## src/rtl/la_readout_sequencer.sv

```systemverilog
// Logic-analyzer readout sequencer: arms the analyzer, then streams every
// captured sample out MSB word first over a valid/ready host interface.
module la_readout_sequencer #(
  parameter int DEPTH        = 512,
  parameter int ADDR_WIDTH   = 9,
  parameter int SAMPLE_WIDTH = 128,
  parameter int WORD_WIDTH   = 32
) (
  input  logic                    clk,
  input  logic                    rst_n,
  input  logic                    cmd_arm,
  input  logic                    cmd_abort,
  output logic                    la_arm,
  input  logic                    la_capture_done,
  output logic [ADDR_WIDTH-1:0]   la_read_addr,
  input  logic [SAMPLE_WIDTH-1:0] la_read_data,
  output logic [WORD_WIDTH-1:0]   out_data,
  output logic                    out_valid,
  input  logic                    out_ready,
  output logic                    out_last,
  output logic                    busy
);

  localparam int WPS = SAMPLE_WIDTH / WORD_WIDTH;
  localparam int WCW = (WPS > 1) ? $clog2(WPS) : 1;
  localparam logic [WCW-1:0]        LAST_WORD  = WCW'(WPS - 1);
  localparam logic [ADDR_WIDTH-1:0] LAST_INDEX = ADDR_WIDTH'(DEPTH - 1);

  typedef enum logic [2:0] {IDLE, ARMED, FETCH, LOAD, SEND, DONE} state_t;

  state_t                  state_q, state_d;
  logic [ADDR_WIDTH-1:0]   index_q, index_d;
  logic [WCW-1:0]          word_q, word_d;
  logic [SAMPLE_WIDTH-1:0] shift_q, shift_d;
  logic [ADDR_WIDTH-1:0]   la_read_addr_q, la_read_addr_d;
  logic                    arm_hold_q, arm_hold_d;

  always_ff @(posedge clk or negedge rst_n) begin
    if (!rst_n) begin
      state_q        <= IDLE;
      index_q        <= '0;
      word_q         <= '0;
      shift_q        <= '0;
      la_read_addr_q <= '0;
      arm_hold_q     <= 1'b0;
    end else begin
      state_q        <= state_d;
      index_q        <= index_d;
      word_q         <= word_d;
      shift_q        <= shift_d;
      la_read_addr_q <= la_read_addr_d;
      arm_hold_q     <= arm_hold_d;
    end
  end

  // arm_hold masks a stale capture_done during the first ARMED cycle
  always_comb begin
    state_d        = state_q;
    index_d        = index_q;
    word_d         = word_q;
    shift_d        = shift_q;
    arm_hold_d     = arm_hold_q;
    la_read_addr_d = la_read_addr_q;
    case (state_q)
      IDLE: begin
        if (cmd_arm && !cmd_abort) begin
          state_d    = ARMED;
          arm_hold_d = 1'b1;
        end
      end
      ARMED: begin
        if (arm_hold_q) begin
          arm_hold_d = 1'b0;
        end else if (la_capture_done) begin
          state_d = FETCH;
          index_d = '0;
        end
      end
      FETCH: state_d = LOAD;
      LOAD: begin
        shift_d = la_read_data;
        word_d  = '0;
        state_d = SEND;
      end
      SEND: begin
        if (out_ready) begin
          shift_d = shift_q << WORD_WIDTH;
          word_d  = word_q + WCW'(1);
          if (word_q == LAST_WORD) begin
            if (index_q != LAST_INDEX) begin
              index_d = index_q + ADDR_WIDTH'(1);
              state_d = FETCH;
            end else begin
              state_d = DONE;
            end
          end
        end
      end
      DONE:    state_d = IDLE;
      default: state_d = IDLE;
    endcase
    if (cmd_abort && (state_q != IDLE)) begin
      state_d    = IDLE;
      index_d    = '0;
      word_d     = '0;
      arm_hold_d = 1'b0;
    end
    // Address register follows the next index so it is already valid in FETCH
    la_read_addr_d = index_d;
  end

  assign la_arm       = (state_q == ARMED);
  assign busy         = (state_q != IDLE);
  assign out_valid    = (state_q == SEND);
  assign out_last     = out_valid && (index_q == LAST_INDEX) && (word_q == LAST_WORD);
  assign out_data     = out_valid ? shift_q[SAMPLE_WIDTH-1 -: WORD_WIDTH] : '0;
  assign la_read_addr = la_read_addr_q;

endmodule

```

## config.mk

```make
export PLATFORM = sky130hd
export DESIGN_NAME = la_readout_sequencer
export DESIGN_NICKNAME = d
export VERILOG_FILES = /design/src/rtl/la_readout_sequencer.sv
export SDC_FILE = /design/constraint.sdc
export NUM_CORES = 1
export LEC_CHECK = 0
export ABC_AREA = 1
export CAP_MARGIN = 5
export CORE_MARGIN = 2
export CORE_UTILIZATION = 45
export DETAILED_ROUTE_END_ITERATION = 8
export PLACE_DENSITY = 0.82
export REMOVE_ABC_BUFFERS = 1
export SLEW_MARGIN = 20
export SYNTH_ARGS = -nofsm -noshare
export SYNTH_HDL_FRONTEND = slang
export SYNTH_SLANG_ARGS = --single-unit
```

## constraint.sdc

```tcl
create_clock -name clk -period 2.2 [get_ports clk]
set_input_delay 0.22 -clock clk [delete_from_list [all_inputs] [get_ports clk]]
set_output_delay 0.22 -clock clk [all_outputs]
set_load 0.005 [all_outputs]
```

Yosys cells after proc, flatten, opt, wreduce, memory -nomap -nowiden. Cells that the tools add are included.

Bits in registers: 143. Input port bits: 134. Output and inout port bits: 45. Word-level logic and storage cells: 61.

Add/sub/neg operators: 2. Equality and inequality tests: 14. Muxes and demuxes: 24. Reductions and logical operators: 16.

Operators by type and width (number): one-hot mux 128 bit (2 select lines) (1); two-way mux 128 bit (1); two-way mux 9 bit (6); two-way mux 32 bit (1); two-way mux 3 bit (7); one-hot mux 9 bit (2 select lines) (1); one-hot mux 3 bit (5 select lines) (1); != test 3 x 1 -> 1 bit, second input constant (4); nonzero test 3 bit (4); adder 9 x 1 -> 9 bit, second input constant (1); equality test 9 bit, second input constant (1); != test 9 bit, second input constant (1); equality test 3 x 2 -> 1 bit, second input constant (2); AND reduction 2 bit (3); AND reduction 6 bit (1); AND reduction 5 bit (1); logical AND 1 bit (4); two-way mux 2 bit (2); one-hot mux 2 bit (2 select lines) (1); equality test 3 x 1 -> 1 bit, second input constant (1); equality test 3 bit, second input constant (1); logical NOT 3 bit (1); != test 3 x 2 -> 1 bit, second input constant (1); != test 3 bit, second input constant (1); 7 further kinds (8).

Depth between registers and ports, before layout.
Word-level depth: 6. Depth in mapped cells: 11. Gate-level depth less buffers: 11.

Worst setup path before layout. Ideal clock, no wire load.

Path kind: register to register. From: register, netlist name la_read_addr[0]. To: register la_read_addr_q[2], in the netlist la_read_addr[2]. Library setup time: 117 ps. Data arrival time: 1574 ps. Data required time: 2083 ps. Setup slack: 509 ps. Stages on the path, launching flop included: 11. Buffers on the path: 0. Period minus slack after synthesis: 1691 ps. Path through: dfrtp_1 ha_1 nand3_1 nor2_1 ha_1 nand4_1 nand2_1 nor2_4 nand2_2 nand2_1 nand2_1.

RTL lines: to (signal assigned) (RTL line 51) `la_read_addr_q <= la_read_addr_d;`; to (decl) (RTL line 35) `logic [ADDR_WIDTH-1:0] la_read_addr_q, la_read_addr_d;`.

Worst setup path after layout.
From: register state_q[1]. To: output port out_valid.

Longest elaborated chain between the ends: 1.

RTL lines: from (decl) (RTL line 31) `state_t state_q, state_d;`; from (signal assigned) (RTL line 47) `state_q <= state_d;`; equality test 3 bit (RTL line 114) `assign out_valid = (state_q == SEND);`; to (decl) (RTL line 18) `output logic out_valid,`.

No other way between the ends.

==> flow_metrics.tcl <==
set metrics [dict create \
    ant_nets 0 \
    worst_pin_slew_ns 0.565 \
    synth_common_cells "nand2_1 (175), dfrtp_1 (143), inv_1 (142)" \
    synth_top_area_share_pct 51.3 \
    grt_pass1_wl_mm 27.7 \
    synth_largest_area_cell "dfrtp_1" \
    setup_viol 0 \
    synth_area_um2 6980 \
    io_pins 179 \
    hold_violations 0 \
    swShare_pct 33.0 \
    clock_sinks 143 \
    root_buffer "clkbuf_16" \
    synth_async_sr_flop_share_pct 100 \
    rr_endpoint "shift_q[64]" \
    r2r-start "state_q[1]" \
    critPathMaxStageDelay_ns 0.54 \
    die_area_um2 16500 \
    required_ns 1.98 \
    critPathCaptureType "output pin" \
    diodes 0 \
    gp_congestion 0.834 \
    yosysMostFrequentCell "nand2_1" \
    power_mw 10.5 \
    crit_family "buffers and inverters" \
    numPortBuffers 178 \
    syn_inst 848 \
    synthTopCellsByArea "dfrtp_1 (51%), o211ai_1 (10%), nand2_1 (9.4%)" \
    synth-edff-count 0 \
    post-place-cells 1183 \
    dp_hpwl_mm 11.4 \
    cts.path.max_buffers 2 \
    avgSynthCellArea_um2 8.23 \
    row_count 45 \
    ys.warnings.count 0 \
    power_frac_seq_pct 39.7 \
    intPower_mw 7.01 \
    comb_power_share_pct 32.5 \
    layout-drive-gt1-share_pct 7.73 \
    finalMaxSlewViolations 0 \
    coreArea_um2 15200 \
    p_sw_mw 3.46 \
    grt_max_degree 85 \
    critPathLaunchType "flop" \
    routed_wl_mm 17.0 \
    fin_crit_sh_pct 95.6 \
    overflow 0 \
    ir_drop_mv 0.563 \
    final_util_pct 63.6 \
    first_iter_violations 260 \
    post_drt_via_cell_ratio 5.05 \
    status "complete, no violations" \
    p_leak_nw 4.14 \
    rsz0062_at_grt "no" \
    clockPowerShare_pct 27.8 \
    min_path_type "in2async" \
    nets 1159 \
    firstDrtPassIters 4 \
    fin_cells 1223 \
    antenna_found_initial 0 \
    period_needed_ns 2.10 \
    cts-buffers-inserted 17 \
    cp_cell_sequence "nor2_4 > nand2_2 > buf_4 > inv_6 > clkdlybuf4s50_1" \
    die_y_um 129 \
    crit_slowest_cell "clkdlybuf4s50_1" \
    r2r_setup_slack_ns 0.34 \
    dr_total_vias 6176 \
    ff2ff_path_depth 9 \
    post-route-drc-count 0 \
    grt_pass1_vias 5890 \
    tns_ns 0 \
    cp_num_buf_inv 3 \
    cp_max_fo 10 \
    layout-area-overhead-vs-synth_pct 38.4 \
    cellPowerDensity_nw_per_um2 1080 \
    fin_skew_ns 0.0101 \
    drv_cap 0 \
    cts.clk_slew.worst_paths_ns 0.06 \
    ys_ff_latch 143 \
    whs_ns 0.339 \
    grtUsageTotal_pct 21.0 \
    worstPathArrival_ns 1.88 \
    fp.dieW_um 129 \
    synth_flop_cell "dfrtp_1" \
    max_freq_mhz 476 \
    cts_max_level 4 \
    wl_per_cell_um 13.9 \
    clock_latency_ns 0.42 \
    synth_cell_types 25 \
    slew_headroom_pct 62.3 \
    cts_tree "built" \
    worst-setup-path-type "reg2out" \
    ys_seq_area_share_pct 51.3 \
    initial_core_util_pct 45.9 \
]
-- registers in the layout (all words and copies together) (netlist names) --
signal,cells
shift_q,128
word_q,2
arm_hold_q,1
la_read_addr,9
state_q,3
-- final cells by class --
cell class	count	area [µm²]
tap	188	235
multi-input combinational	506	2570
timing repair buffer	209	2120
clock inverter	8	103
clock buffer	24	502
fill	1287	5540
sequential	143	3580
inverter	145	554
-- cell families (layout without fill, tap and decap cells) --
logic type               after synthesis  after routing  share of synthesized area, %
AND/OR/NAND/NOR                      263            263                          15.2
AO/OA/AOI/OAI                        238            238                          20.5
buffers and inverters                199            386                          12.2
flip-flops                           143            143                          51.3
adder cells (fa/ha/maj)                3              3                         0.538
XOR/XNOR                               2              2                         0.251
-- worst reg2reg max path, cell delays in order (launching register included) --
cell and delay (ns):
dfrtp_1 0.41, nor2_4 0.14, nand2_2 0.08, buf_4 0.19, nand2_1 0.09, o21ai_1 0.13
inv_6 0.25, buf_12 0.25, o211ai_1 0.14, o21ai_0 0.09
-- power groups by stage --
stage                     Combinational [mW]  Sequential [mW]  Clock, mW
after floorplan                         2.19             4.12          0
final                                   3.40             4.16       2.92
after detailed placement                3.33             4.20          0
after global placement                  3.22             4.14          0
after CTS                               3.40             4.16       2.97
after global routing                    3.88             4.26       3.09
-- per-stage QoR --
step	setup WS, ns	instance area, µm²
after global routing	0.0228	9660
final	0.0977	9660
after floorplan	-1.21	6670
after global placement	0.171	8970
after CTS	0.0155	9620
after detailed placement	0.118	8970
-- how the worst max path moves through the flow --
stage                     from            to  depth (start not counted)
2_1_floorplan       state_q[0]  shift_q[100]                          7
3_3_place_gp   la_read_addr[1]      out_last                          7
3_5_place_dp   la_read_addr[1]      out_last                          7
4_1_cts             state_q[0]  out_data[21]                          5
5_1_grt             state_q[1]  out_data[25]                          5
6_report            state_q[1]     out_valid                          5
-- cells in the final DEF, fill, tap and decap left out, drive strengths merged --
| master | n |
|---|---|
| ha | 3 |
| inv | 146 |
| o21ai | 138 |
| clkdlybuf4s50 | 176 |
| nand4 | 4 |
| o211ai | 96 |
| clkbuf | 25 |
| dlygate4sd3 | 1 |
| bufinv | 2 |
| nand3 | 17 |
| nor2 | 57 |
| nand2 | 179 |
| xor2 | 2 |
| or2 | 1 |
| nand3b | 2 |
| buf | 31 |
| a21oi | 4 |
| clkinv | 3 |
| dfrtp | 143 |
| nor3 | 2 |
| clkinvlp | 2 |
| nor2b | 1 |
-- layer usage --
| metal | vias up | share of wire [%] | GRT usage, % |
|---|---|---|---|
| li1 | 3107 | - | - |
| met3 | 21 | 7.1 | 6.94 |
| met4 | 0 | 1.2 | 6.01 |
| met5 | - | 0 | 0 |
| met1 | 2858 | 44 | 27.5 |
| met2 | 190 | 47 | 33.7 |
-- what timing repair did --
item	in CTS	in global routing
hold endpoints to repair	56	0
buffers inserted	3	4
pin swaps	1	0
hold buffers	1	0
resized for setup	4	8
setup endpoints to repair	34	27
No activity file was read; power rests on OpenSTA's default activity.
